**config.mk**
```make
export PLATFORM = sky130hd
export DESIGN_NAME = z_xfer_seq_flat
export DESIGN_NICKNAME = d
export VERILOG_FILES = /design/src/rtl/z_xfer_seq_pkg.sv /design/src/rtl/z_xfer_seq_if.sv /design/src/rtl/z_timeout_cnt.sv /design/src/rtl/z_xfer_seq.sv /design/src/flat_wrapper.sv
export SDC_FILE = /design/constraint.sdc
export NUM_CORES = 1
export LEC_CHECK = 0
export ABC_AREA = 1
export CAP_MARGIN = 20
export CORE_MARGIN = 1.5
export CORE_UTILIZATION = 42
export DETAILED_ROUTE_END_ITERATION = 10
export GPL_ROUTABILITY_DRIVEN = 0
export HOLD_SLACK_MARGIN = 0.15
export MAX_ROUTING_LAYER = met4
export PLACE_DENSITY = 0.76
export SYNTH_ARGS = -nofsm -noshare
export SYNTH_HDL_FRONTEND = slang
export SYNTH_SLANG_ARGS = --single-unit
```
**constraint.sdc**
```tcl
create_clock -name clk -period 1 [get_ports clk]
set_input_delay 0.3 -clock clk [delete_from_list [all_inputs] [get_ports clk]]
set_output_delay 0.3 -clock clk [all_outputs]
set_load 0.05 [all_outputs]
```
**src/rtl/z_xfer_seq_pkg.sv**
```systemverilog
// Shared types and defaults for the Z result register transfer sequencer.
// The state encoding is 3 bits wide and is visible on the interface for debug.
package z_xfer_seq_pkg;

  typedef enum logic [2:0] {
    S_IDLE     = 3'd0,
    S_WAIT_ALU = 3'd1,
    S_CAPTURE  = 3'd2,
    S_OUT_LO   = 3'd3,
    S_OUT_HI   = 3'd4,
    S_DONE     = 3'd5
  } state_t;

  localparam int DEF_ALU_TIMEOUT = 32;
  localparam int DEF_CNT_W       = 8;

endpackage

```
**src/rtl/z_xfer_seq_if.sv**
```systemverilog
// Bundle between the control unit side (master) and the Z transfer sequencer (slave).
interface z_xfer_seq_if;
  import z_xfer_seq_pkg::*;

  // start is a request level sampled only while the sequencer is idle (busy=0);
  // it is accepted on the rising edge where state is IDLE, start=1 and abort=0.
  // Completion is the single-cycle done pulse; a new start is taken no earlier
  // than the IDLE cycle that follows done.
  logic   start;
  logic   op_wide;
  logic   alu_ready;
  logic   abort;
  logic   ZIn;
  logic   ZLowOut;
  logic   ZHighOut;
  logic   Rin;
  logic   LOin;
  logic   HIin;
  logic   busy;
  logic   done;
  logic   err;
  state_t state;

  modport master (
    output start, op_wide, alu_ready, abort,
    input  ZIn, ZLowOut, ZHighOut, Rin, LOin, HIin, busy, done, err, state
  );

  modport slave (
    input  start, op_wide, alu_ready, abort,
    output ZIn, ZLowOut, ZHighOut, Rin, LOin, HIin, busy, done, err, state
  );

endinterface

```
**src/rtl/z_timeout_cnt.sv**
```systemverilog
// Counts cycles spent waiting for the ALU; tc flags the last allowed wait cycle.
module z_timeout_cnt #(
  parameter int CNT_W = 8,
  parameter int TERM  = 31
) (
  input  logic clk,
  input  logic clr,
  input  logic clear,
  input  logic en,
  output logic tc
);

  logic [CNT_W-1:0] cnt;

  always_ff @(posedge clk or negedge clr) begin
    if (!clr) begin
      cnt <= '0;
    end else if (clear) begin
      cnt <= '0;
    end else if (en) begin
      cnt <= cnt + 1'b1;
    end
  end

  assign tc = (cnt == CNT_W'(TERM));

endmodule

```
**src/rtl/z_xfer_seq.sv**
```systemverilog
// Moore sequencer that captures the ALU result into Z and steers its halves
// onto the bus together with the matching destination load enable.
module z_xfer_seq
  import z_xfer_seq_pkg::*;
#(
  parameter int ALU_TIMEOUT = DEF_ALU_TIMEOUT,
  parameter int CNT_W       = DEF_CNT_W
) (
  input logic          clk,
  input logic          clr,
  z_xfer_seq_if.slave  xf
);

  state_t state, state_nxt;
  logic   wide_q;
  logic   err_q;
  logic   accept;
  logic   err_set;
  logic   tc;

  // Counter only runs while waiting; any other state holds it at zero.
  z_timeout_cnt #(
    .CNT_W (CNT_W),
    .TERM  (ALU_TIMEOUT - 1)
  ) u_timeout_cnt (
    .clk   (clk),
    .clr   (clr),
    .clear (state != S_WAIT_ALU),
    .en    ((state == S_WAIT_ALU) && !xf.alu_ready),
    .tc    (tc)
  );

  always_ff @(posedge clk or negedge clr) begin
    if (!clr) begin
      state  <= S_IDLE;
      wide_q <= 1'b0;
      err_q  <= 1'b0;
    end else begin
      state <= state_nxt;
      if (accept) begin
        wide_q <= xf.op_wide;
        err_q  <= 1'b0;
      end else if (err_set) begin
        err_q <= 1'b1;
      end
    end
  end

  always_comb begin
    state_nxt = state;
    accept    = 1'b0;
    err_set   = 1'b0;
    case (state)
      S_IDLE: begin
        if (xf.start) begin
          state_nxt = S_WAIT_ALU;
          accept    = 1'b1;
        end
      end
      S_WAIT_ALU: begin
        if (xf.alu_ready) begin
          state_nxt = S_CAPTURE;
        end else if (tc) begin
          state_nxt = S_IDLE;
          err_set   = 1'b1;
        end
      end
      S_CAPTURE: state_nxt = S_OUT_LO;
      S_OUT_LO:  state_nxt = wide_q ? S_OUT_HI : S_DONE;
      S_OUT_HI:  state_nxt = S_DONE;
      S_DONE:    state_nxt = S_IDLE;
      default:   state_nxt = S_IDLE;
    endcase
    // abort overrides everything, including a start or a timeout in the same cycle
    if (xf.abort) begin
      state_nxt = S_IDLE;
      accept    = 1'b0;
      err_set   = 1'b0;
    end
  end

  always_comb begin
    xf.ZIn      = 1'b0;
    xf.ZLowOut  = 1'b0;
    xf.ZHighOut = 1'b0;
    xf.Rin      = 1'b0;
    xf.LOin     = 1'b0;
    xf.HIin     = 1'b0;
    xf.done     = 1'b0;
    case (state)
      S_CAPTURE: xf.ZIn = 1'b1;
      S_OUT_LO: begin
        xf.ZLowOut = 1'b1;
        xf.LOin    = wide_q;
        xf.Rin     = !wide_q;
      end
      S_OUT_HI: begin
        xf.ZHighOut = 1'b1;
        xf.HIin     = 1'b1;
      end
      S_DONE:  xf.done = 1'b1;
      default: ;
    endcase
  end

  assign xf.busy  = (state != S_IDLE);
  assign xf.err   = err_q;
  assign xf.state = state;

endmodule

```
**src/flat_wrapper.sv**
```systemverilog
// flat-port wrapper written by rule: the top's interface ports become plain ports
module z_xfer_seq_flat import z_xfer_seq_pkg::*;
#(
  parameter int ALU_TIMEOUT = DEF_ALU_TIMEOUT,
  parameter int CNT_W       = DEF_CNT_W
)
  (clk, clr, xf_start, xf_op_wide, xf_alu_ready, xf_abort, xf_ZIn, xf_ZLowOut, xf_ZHighOut, xf_Rin, xf_LOin, xf_HIin, xf_busy, xf_done, xf_err, xf_state);
  z_xfer_seq_if xf_i ();
  input logic clk;
  input logic clr;
  input wire logic [$bits(xf_i.start)-1:0] xf_start;
  input wire logic [$bits(xf_i.op_wide)-1:0] xf_op_wide;
  input wire logic [$bits(xf_i.alu_ready)-1:0] xf_alu_ready;
  input wire logic [$bits(xf_i.abort)-1:0] xf_abort;
  output wire logic [$bits(xf_i.ZIn)-1:0] xf_ZIn;
  output wire logic [$bits(xf_i.ZLowOut)-1:0] xf_ZLowOut;
  output wire logic [$bits(xf_i.ZHighOut)-1:0] xf_ZHighOut;
  output wire logic [$bits(xf_i.Rin)-1:0] xf_Rin;
  output wire logic [$bits(xf_i.LOin)-1:0] xf_LOin;
  output wire logic [$bits(xf_i.HIin)-1:0] xf_HIin;
  output wire logic [$bits(xf_i.busy)-1:0] xf_busy;
  output wire logic [$bits(xf_i.done)-1:0] xf_done;
  output wire logic [$bits(xf_i.err)-1:0] xf_err;
  output wire logic [$bits(xf_i.state)-1:0] xf_state;
  assign xf_i.start = xf_start;
  assign xf_i.op_wide = xf_op_wide;
  assign xf_i.alu_ready = xf_alu_ready;
  assign xf_i.abort = xf_abort;
  assign xf_ZIn = xf_i.ZIn;
  assign xf_ZLowOut = xf_i.ZLowOut;
  assign xf_ZHighOut = xf_i.ZHighOut;
  assign xf_Rin = xf_i.Rin;
  assign xf_LOin = xf_i.LOin;
  assign xf_HIin = xf_i.HIin;
  assign xf_busy = xf_i.busy;
  assign xf_done = xf_i.done;
  assign xf_err = xf_i.err;
  assign xf_state = xf_i.state;
  z_xfer_seq #(.ALU_TIMEOUT(ALU_TIMEOUT), .CNT_W(CNT_W)) u_core (.clk(clk), .clr(clr), .xf(xf_i));
endmodule
```
==> results.md, run 1 <==
- Post-DP HPWL: 1.62 mm
- Fraction of layout cells with a size suffix above 1: 47.7%
- R2R Path End: u_core.u_timeout_cnt.cnt[2]$_DFFE_PN0P_
- Crit path capture type: output port
- Drt pass-1 iters: 4
- Mapped cell area: 733 um^2
- Final setup viols: 25
- Wire per inst: 17.1 um
- R2R depth: 6
- Die W: 44.8 um
- RSZ-0062 raised after global routing: yes
- Clock Latency Late Sink: 0.27 ns
- Fin worst setup slack: -0.621 ns
- Grt total ovfl: 0
- Fin. Hold Viols: 0
- Status: complete, but fails checks
- TritonCTS clock tree: done
- Setup TNS: -11.01 ns
- Worst slew margin: 78.3%
- Core area: 1580 um^2
- Drt drc: 0
- Routed WL: 2.82 mm
- Final period utilization: 162%
- Initial antenna violation count: 0
- Htree depth: 1
- Worst EP arrival: 1.32 ns
- Die area: 2010 um^2
- Total CTS buffers: 3
- Pwr/cell area: 1290 nW/um^2
- Largest net degree at the start of global routing: 14
- Via count: 929
- Mapped Nets: 109
- Max-Cap Viols: 0
- Fmax: 617 MHz
- Setup Skew: 0.00855 ns
- DRT iter0 DRCs: 70
- Post-CTS Hold Fix Bufs: 0
- Final period demand of the worst path: 1.62 ns
- Vias per cell: 5.63
- N_diodes: 0
- Starting density of the core: 46.5%
- Syn avg cell area: 7.19 um^2
- Worst IR drop on VDD: 0.989 mV
- # clock sinks: 13
- Number of global-route vias before repair: 886
- Post-Syn Instances: 102
- PortBufs: 17
- Startpoint types: register
- Design area: 1410 um^2
- Largest fanout on the critical path: 3
- Post-synthesis sequential area ratio: 44.4%
- Fill cells: 64
- CTS max path bufs: 2
- Clock Tree Root: clkbuf_4
- Leak: 0.644 nW
- Violated checks: setup timing
- Final slew viol count: 0
- Worst Tran Pin Value: 0.324 ns
- First-pass GRT wire length: 3.85 mm
- Ports: 18
- YS warnings: 0
- Die Span Y: 44.8 um
- Clock-pin slew on the worst setup and hold paths: 0.08 ns
- FF+latch count, synth: 13
- Worst r2r src: u_core.xf.state[2]$_DFFE_PN0P_
- Routed Antenna Nets: 0
- Synth cell types: 18
- Post-placement cell area: 1210 um^2
- Worst Setup Path Type: register to output port
- Row Count: 14
- GRT Total Usage: 27.5%
- Flop2flop setup slack: -0.47 ns
- CP Data Required Time: 0.70 ns
- HP Class: primary input to asynchronous set/reset pin
- Area delta synth->final: 92.2%
- Final nets: 157
-- worst max path at each step --
| stage | from | to | cells past startpoint | slack, ns |
|---|---|---|---|---|
| global placement | xf_alu_ready | u_core.u_timeout_cnt.cnt[5]$_DFFE_PN0P_ | 6 | -0.45 |
| CTS | u_core.xf.state[2]$_DFFE_PN0P_ | xf_LOin | 6 | -0.56 |
| floorplan | u_core.xf.state[2]$_DFFE_PN0P_ | xf_LOin | 5 | -0.76 |
| global route | u_core.xf.state[2]$_DFFE_PN0P_ | xf_LOin | 6 | -0.68 |
| finish | u_core.xf.state[2]$_DFFE_PN0P_ | xf_LOin | 6 | -0.62 |
| detailed placement | xf_alu_ready | u_core.u_timeout_cnt.cnt[6]$_DFFE_PN0P_ | 8 | -0.46 |
-- kinds of logic (layout without fill, tap and decap cells) --
group                    after synthesis  count (layout)  synth area share [%]
AO/OA/AOI/OAI                         11              11                  7.85
adder cells (fa/ha/maj)                1               1                  1.71
buffers and inverters                 19              66                  10.6
flip-flops                            13              13                  44.4
AND/OR/NAND/NOR                       58              58                  35.5
-- stage by stage --
stage / utilization [%] / setup WS, ns / power, mW / hold WS [ns] / instances
floorplan: - / -0.759 / 0.975 / 0.00441 / 102
global placement: 77.0 / -0.446 / 1.30 / 0.481 / 152
detailed placement: 77.0 / -0.464 / 1.32 / 0.493 / 152
CTS: 84.9 / -0.558 / 1.71 / 0.356 / 163
global route: 89.4 / -0.680 / 1.89 / 0.347 / 165
finish: 89.4 / -0.621 / 1.82 / 0.351 / 165
-- where the power goes --
part           total, mW  internal (mW)  switching (mW)
clock network      0.315          0.155           0.160
registers          0.628          0.569          0.0590
logic              0.875          0.387           0.488
-- registers in the layout, indices dropped and copies added, names as in the netlist --
| signal | flops |
|---|---|
| u_core.xf.state | 3 |
| u_core.u_timeout_cnt.cnt | 8 |
| u_core.xf.err | 1 |
| u_core.wide_q | 1 |
-- repair_timing --
item	in CTS	in global routing
setup endpoints to repair	25	25
setup buffers	7	2
pin swaps	5	6
gates resized for setup	13	16
-- cells in the mapped netlist --
| master | instances | area (um^2) |
|---|---|---|
| nand4_1 | 2 | 12.5 |
| nand3_1 | 7 | 35.0 |
| inv_2 | 2 | 7.51 |
| nor3_4 | 1 | 16.3 |
| inv_1 | 15 | 56.3 |
| ha_1 | 1 | 12.5 |
| nor2_1 | 20 | 75.1 |
| nor3_1 | 4 | 20.0 |
| o21ai_1 | 1 | 5.00 |
| o21a_1 | 1 | 7.51 |
| nor3b_1 | 1 | 7.51 |
| a21oi_1 | 3 | 15.0 |
| nor2_4 | 1 | 11.3 |
| dfrtp_1 | 13 | 325 |
| buf_4 | 1 | 7.51 |
| inv_4 | 1 | 6.26 |
| o21ai_0 | 6 | 30.0 |
| nand2_1 | 22 | 82.6 |
-- metal layers --
metal / wire (um) / track usage [%] / up-vias
met1: 1030 / 32.5 / 420
met5: 0 / - / -
li1: - / - / 416
met2: 1440 / 46.1 / 79
met4: 55 / 7.06 / 0
met3: 296 / 8.00 / 14
-- placed cells by master (no fill, tap or decap), types with 3 or more instances in the layout --
cell and n:
buf_6 8, inv_1 12, buf_4 19, clkdlybuf4s50_1 5
nor2_1 11, dfrtp_1 10, nor2_2 3, o21ai_0 4
inv_2 3, nand2_1 18, nand3_1 7, nor2_4 7
clkbuf_4 3, buf_12 12
-- worst max-delay path, stage by stage (launching register included) --
cell,delay [ns]
dfrtp_2,0.42
inv_2,0.09
nand2_4,0.07
nor2_4,0.15
inv_4,0.07
nor2_4,0.10
buf_12,0.14
-- area by class of cell --
cell class	instances	area (um^2)	area share, %
timing repair buffer	44	523	37.1
multi-input combinational	70	432	30.6
sequential	13	332	23.5
inverter	18	76.3	5.42
clock buffer	4	26.3	1.87
tap	16	20.0	1.42
(Power assumes the default switching activity.)
==> run 2: changes to the inputs <==
Settings changed: ABC_AREA 1 to unset, CELL_PAD_IN_SITES_DETAIL_PLACEMENT set to 0, CELL_PAD_IN_SITES_GLOBAL_PLACEMENT set to 1, CORE_ASPECT_RATIO set to 0.7, CORE_UTILIZATION 42 to 32.
==> results.md, run 2 <==
- Status: complete, but fails checks
- Violated checks: setup timing
- Slowest CP cell: dfrtp_2
- Row Count: 14 (unchanged)
- Final nets: 144 (-8.3%)
- Drt drc: 0 (unchanged)
- Top Family by Delay on Critical Path: flip-flops
- Setup TNS: -10.39 ns (+0.613 ns)
- Post-CTS Hold Fix Bufs: 0 (unchanged)
- Worst slew margin: 82.9% (+4.6 points)
- Gr busiest metal: met2
- Post-DP HPWL: 1.63 mm (+0.54%)
- Post-Synth Simple-Gate Area: 33.5% (-2.0 points)
- Worst IR drop on VDD: 0.756 mV (-24%)
- Max-Cap Viols: 0 (unchanged)
- Mapped cell area: 751 um^2 (+2.4%)
- Drt pass-1 iters: 4 (unchanged)
- Worst Tran Pin Value: 0.256 ns (-0.0677 ns)
- Startpoint types: register
- Total CTS buffers: 3 (unchanged)
- Wire per inst: 14.6 um (-15%)
- First-pass GRT wire length: 3.76 mm (-2.3%)
- Mux cell area share after synthesis: 2.83% (+2.8 points)
- HP Class: primary input to asynchronous set/reset pin
- Fmax: 581 MHz (-5.8%)
- Routed Antenna Nets: 0 (unchanged)
- Ports: 18 (unchanged)
- Largest area contributor in the netlist: dfrtp_1
- Largest cells by area after synthesis: dfrtp_1 (43%), a21oi_1 (4.7%), nor2_1 (4.5%)
- TritonCTS clock tree: done
- Fin. Hold Viols: 0 (unchanged)
- Post-synthesis xor/xnor area fraction: 4.67% (+4.7 points)
- GR Util met2: 33.1% (-13 points)
- Synth cell types: 36 (+18)
- Largest regs: u_core.u_timeout_cnt.cnt: 8 flops, u_core.xf.state: 3 flops
- Post-synthesis sequential area ratio: 43.3% (-1.0 points)
- Fill cells: 155 (+140%)
- Largest family of logic cells by synthesized area: simple AND/OR/NAND/NOR gates
- Worst slack, placed: -0.630 ns (-0.166 ns)
- FF+latch count, synth: 13 (unchanged)
- Worst EP arrival: 1.42 ns (+0.10 ns)
- GRT Total Usage: 20.1% (-7.4 points)
- Seq. cell area: 329 um^2 (-0.75%)
- Top-count cell post-synth: dfrtp_1
- Final period utilization: 172% (+10 points)
- CP Data Required Time: 0.70 ns (about the same)
- Htree depth: 1 (unchanged)
- Grt met1 use: 23.9% (-8.6 points)
- Most frequent cells in the layout: buf_4 (27), buf_6 (16), buf_12 (12), dfrtp_1 (10), nor2_2 (7)
- Final setup viols: 25 (unchanged)
- Pwr/cell area: 962 nW/um^2 (-25%)
- Worst r2r src: u_core.u_timeout_cnt.cnt[1]$_DFFE_PN0P_
- Setup Skew: 0.00119 ns (-0.00735 ns)
- DRT iter0 DRCs: 10 (-86%)
- CTS max path bufs: 2 (unchanged)
- Synth cell count leaders: dfrtp_1 (13), nor2_1 (9), a21oi_1 (7), o21ai_0 (3), xor2_1 (3)
- Async S/R FF share, synth: 100% (unchanged)
- Compound-gate portion of the synthesized area: 8.83% (+0.98 points)
- Grt total ovfl: 0 (unchanged)
- Flop2flop setup slack: -0.54 ns (-0.07 ns)
- Multi-input logic area: 499 um^2 (+16%)
- Largest net degree at the start of global routing: 14 (unchanged)
- Number of global-route vias before repair: 832 (-6.1%)
- Final slew viol count: 0 (unchanged)
- Crit path capture type: output port
- # clock sinks: 13 (unchanged)
- Mapped Nets: 83 (-24%)
- Die area: 2650 um^2 (+32%)
- Worst Setup Path Type: register to output port
- R2R depth: 4 (-2)
- Routed WL: 2.45 mm (-13%)
- R2R Path End: u_core.xf.state[0]$_DFFE_PN0P_
- Clock Latency Late Sink: 0.28 ns (about the same)
- Core area: 2190 um^2 (+39%)
- Vias per cell: 4.80 (-15%)
- Crit-path cells: nand3b_1 -> clkinvlp_4 -> and2_4 -> buf_12
- Syn avg cell area: 9.88 um^2 (+37%)
- N_diodes: 0 (unchanged)
- Critical Path Max Stage Delay: 0.44 ns (+0.02 ns)
- Synth Area in Adders: 1.67% (-0.040 points)
- EDFF count, synth: 0 (unchanged)
- Synth top area share: 43.3% (-1.0 points)
- Die Span Y: 43.5 um (-2.8%)
- Met3 GRT Util: 5.67% (-2.3 points)
- Most common cell after layout, fill and taps aside: buf_4
- Initial antenna violation count: 0 (unchanged)
- Area delta synth->final: 113%
- YS warnings: 0 (unchanged)
- Post-Syn Instances: 76 (-25%)
- Largest fanout on the critical path: 5 (+2)
- Leak: 0.714 nW (+11%)
- Largest register by flop count: u_core.u_timeout_cnt.cnt
- Via count: 806 (-13%)
- RSZ-0062 raised after global routing: yes
- PortBufs: 17 (unchanged)
- Fin worst setup slack: -0.722 ns (-0.100 ns)
- Clock Tree Root: clkbuf_4
- Fraction of layout cells with a size suffix above 1: 69.9% (+22 points)
- Final period demand of the worst path: 1.72 ns (+0.100 ns)
- Max reg flops: 8 (unchanged)
- Starting density of the core: 34.3% (-12 points)
- Clock-pin slew on the worst setup and hold paths: 0.08 ns (about the same)
- Die W: 60.9 um (+36%)
- Post-synth top flop: dfrtp_1
- CP bufs+invs: 2 (-1)
## run 2: through the flow
stage	instance area, um^2	hold slack [ns]	utilization (%)	power (mW)	std cells
after CTS	1470	0.348	67.0	1.47	161
after global placement	1280	0.545	58.4	1.01	146
final	1600	0.347	73.1	1.54	168
after floorplan	802	0.00441	-	0.809	76
after global routing	1600	0.361	73.1	1.61	168
after detailed placement	1280	0.549	58.4	1.03	146
## run 2: metal layers
layer / routed length [um] / part of all wire (%) / up-vias
met3: 88 / 3.6 / 4
met4: 23 / 0.94 / 0
met2: 1290 / 53 / 21
met5: 0 / 0 / -
li1: - / - / 384
met1: 1050 / 43 / 397
## run 2: worst max path at each step
stage                                   startpoint                                 endpoint  cells after the start
floorplan           u_core.xf.state[2]$_DFFE_PN0P_                                  xf_LOin                      4
global placement                          xf_abort                u_core.xf.err$_DFFE_PN0P_                      4
detailed placement                    xf_alu_ready  u_core.u_timeout_cnt.cnt[7]$_DFFE_PN0P_                      4
CTS                 u_core.xf.state[2]$_DFFE_PN0P_                                  xf_LOin                      4
global route        u_core.xf.state[2]$_DFFE_PN0P_                                  xf_LOin                      4
finish              u_core.xf.state[2]$_DFFE_PN0P_                                  xf_LOin                      4
## run 2: timing repair
item	CTS	global route
endpoints found under the setup margin	24	25
buffers inserted	11	12
gates resized for setup	23	25
pin swaps	3	15
## run 2: power breakdown
group / switching (mW) / internal, mW
Sequential: 0.0351 / 0.553
Clock: 0.182 / 0.155
Combinational: 0.279 / 0.337
## run 2: kinds of logic (layout without fill, tap and decap cells)
| group | Yosys count | count (layout) |
|---|---|---|
| XOR/XNOR | 4 | 4 |
| multiplexers | 2 | 2 |
| flip-flops | 13 | 13 |
| AO/OA/AOI/OAI | 12 | 12 |
| adder cells (fa/ha/maj) | 1 | 1 |
| buffers and inverters | 7 | 67 |
| AND/OR/NAND/NOR | 37 | 37 |
## run 2: cell type report
class	instances	area share [%]
repair buffers	61	43.2
well taps	32	2.50
flip-flops and latches	13	20.6
clock buffers	4	1.64
inverters	2	0.938
multi-input cells	56	31.2
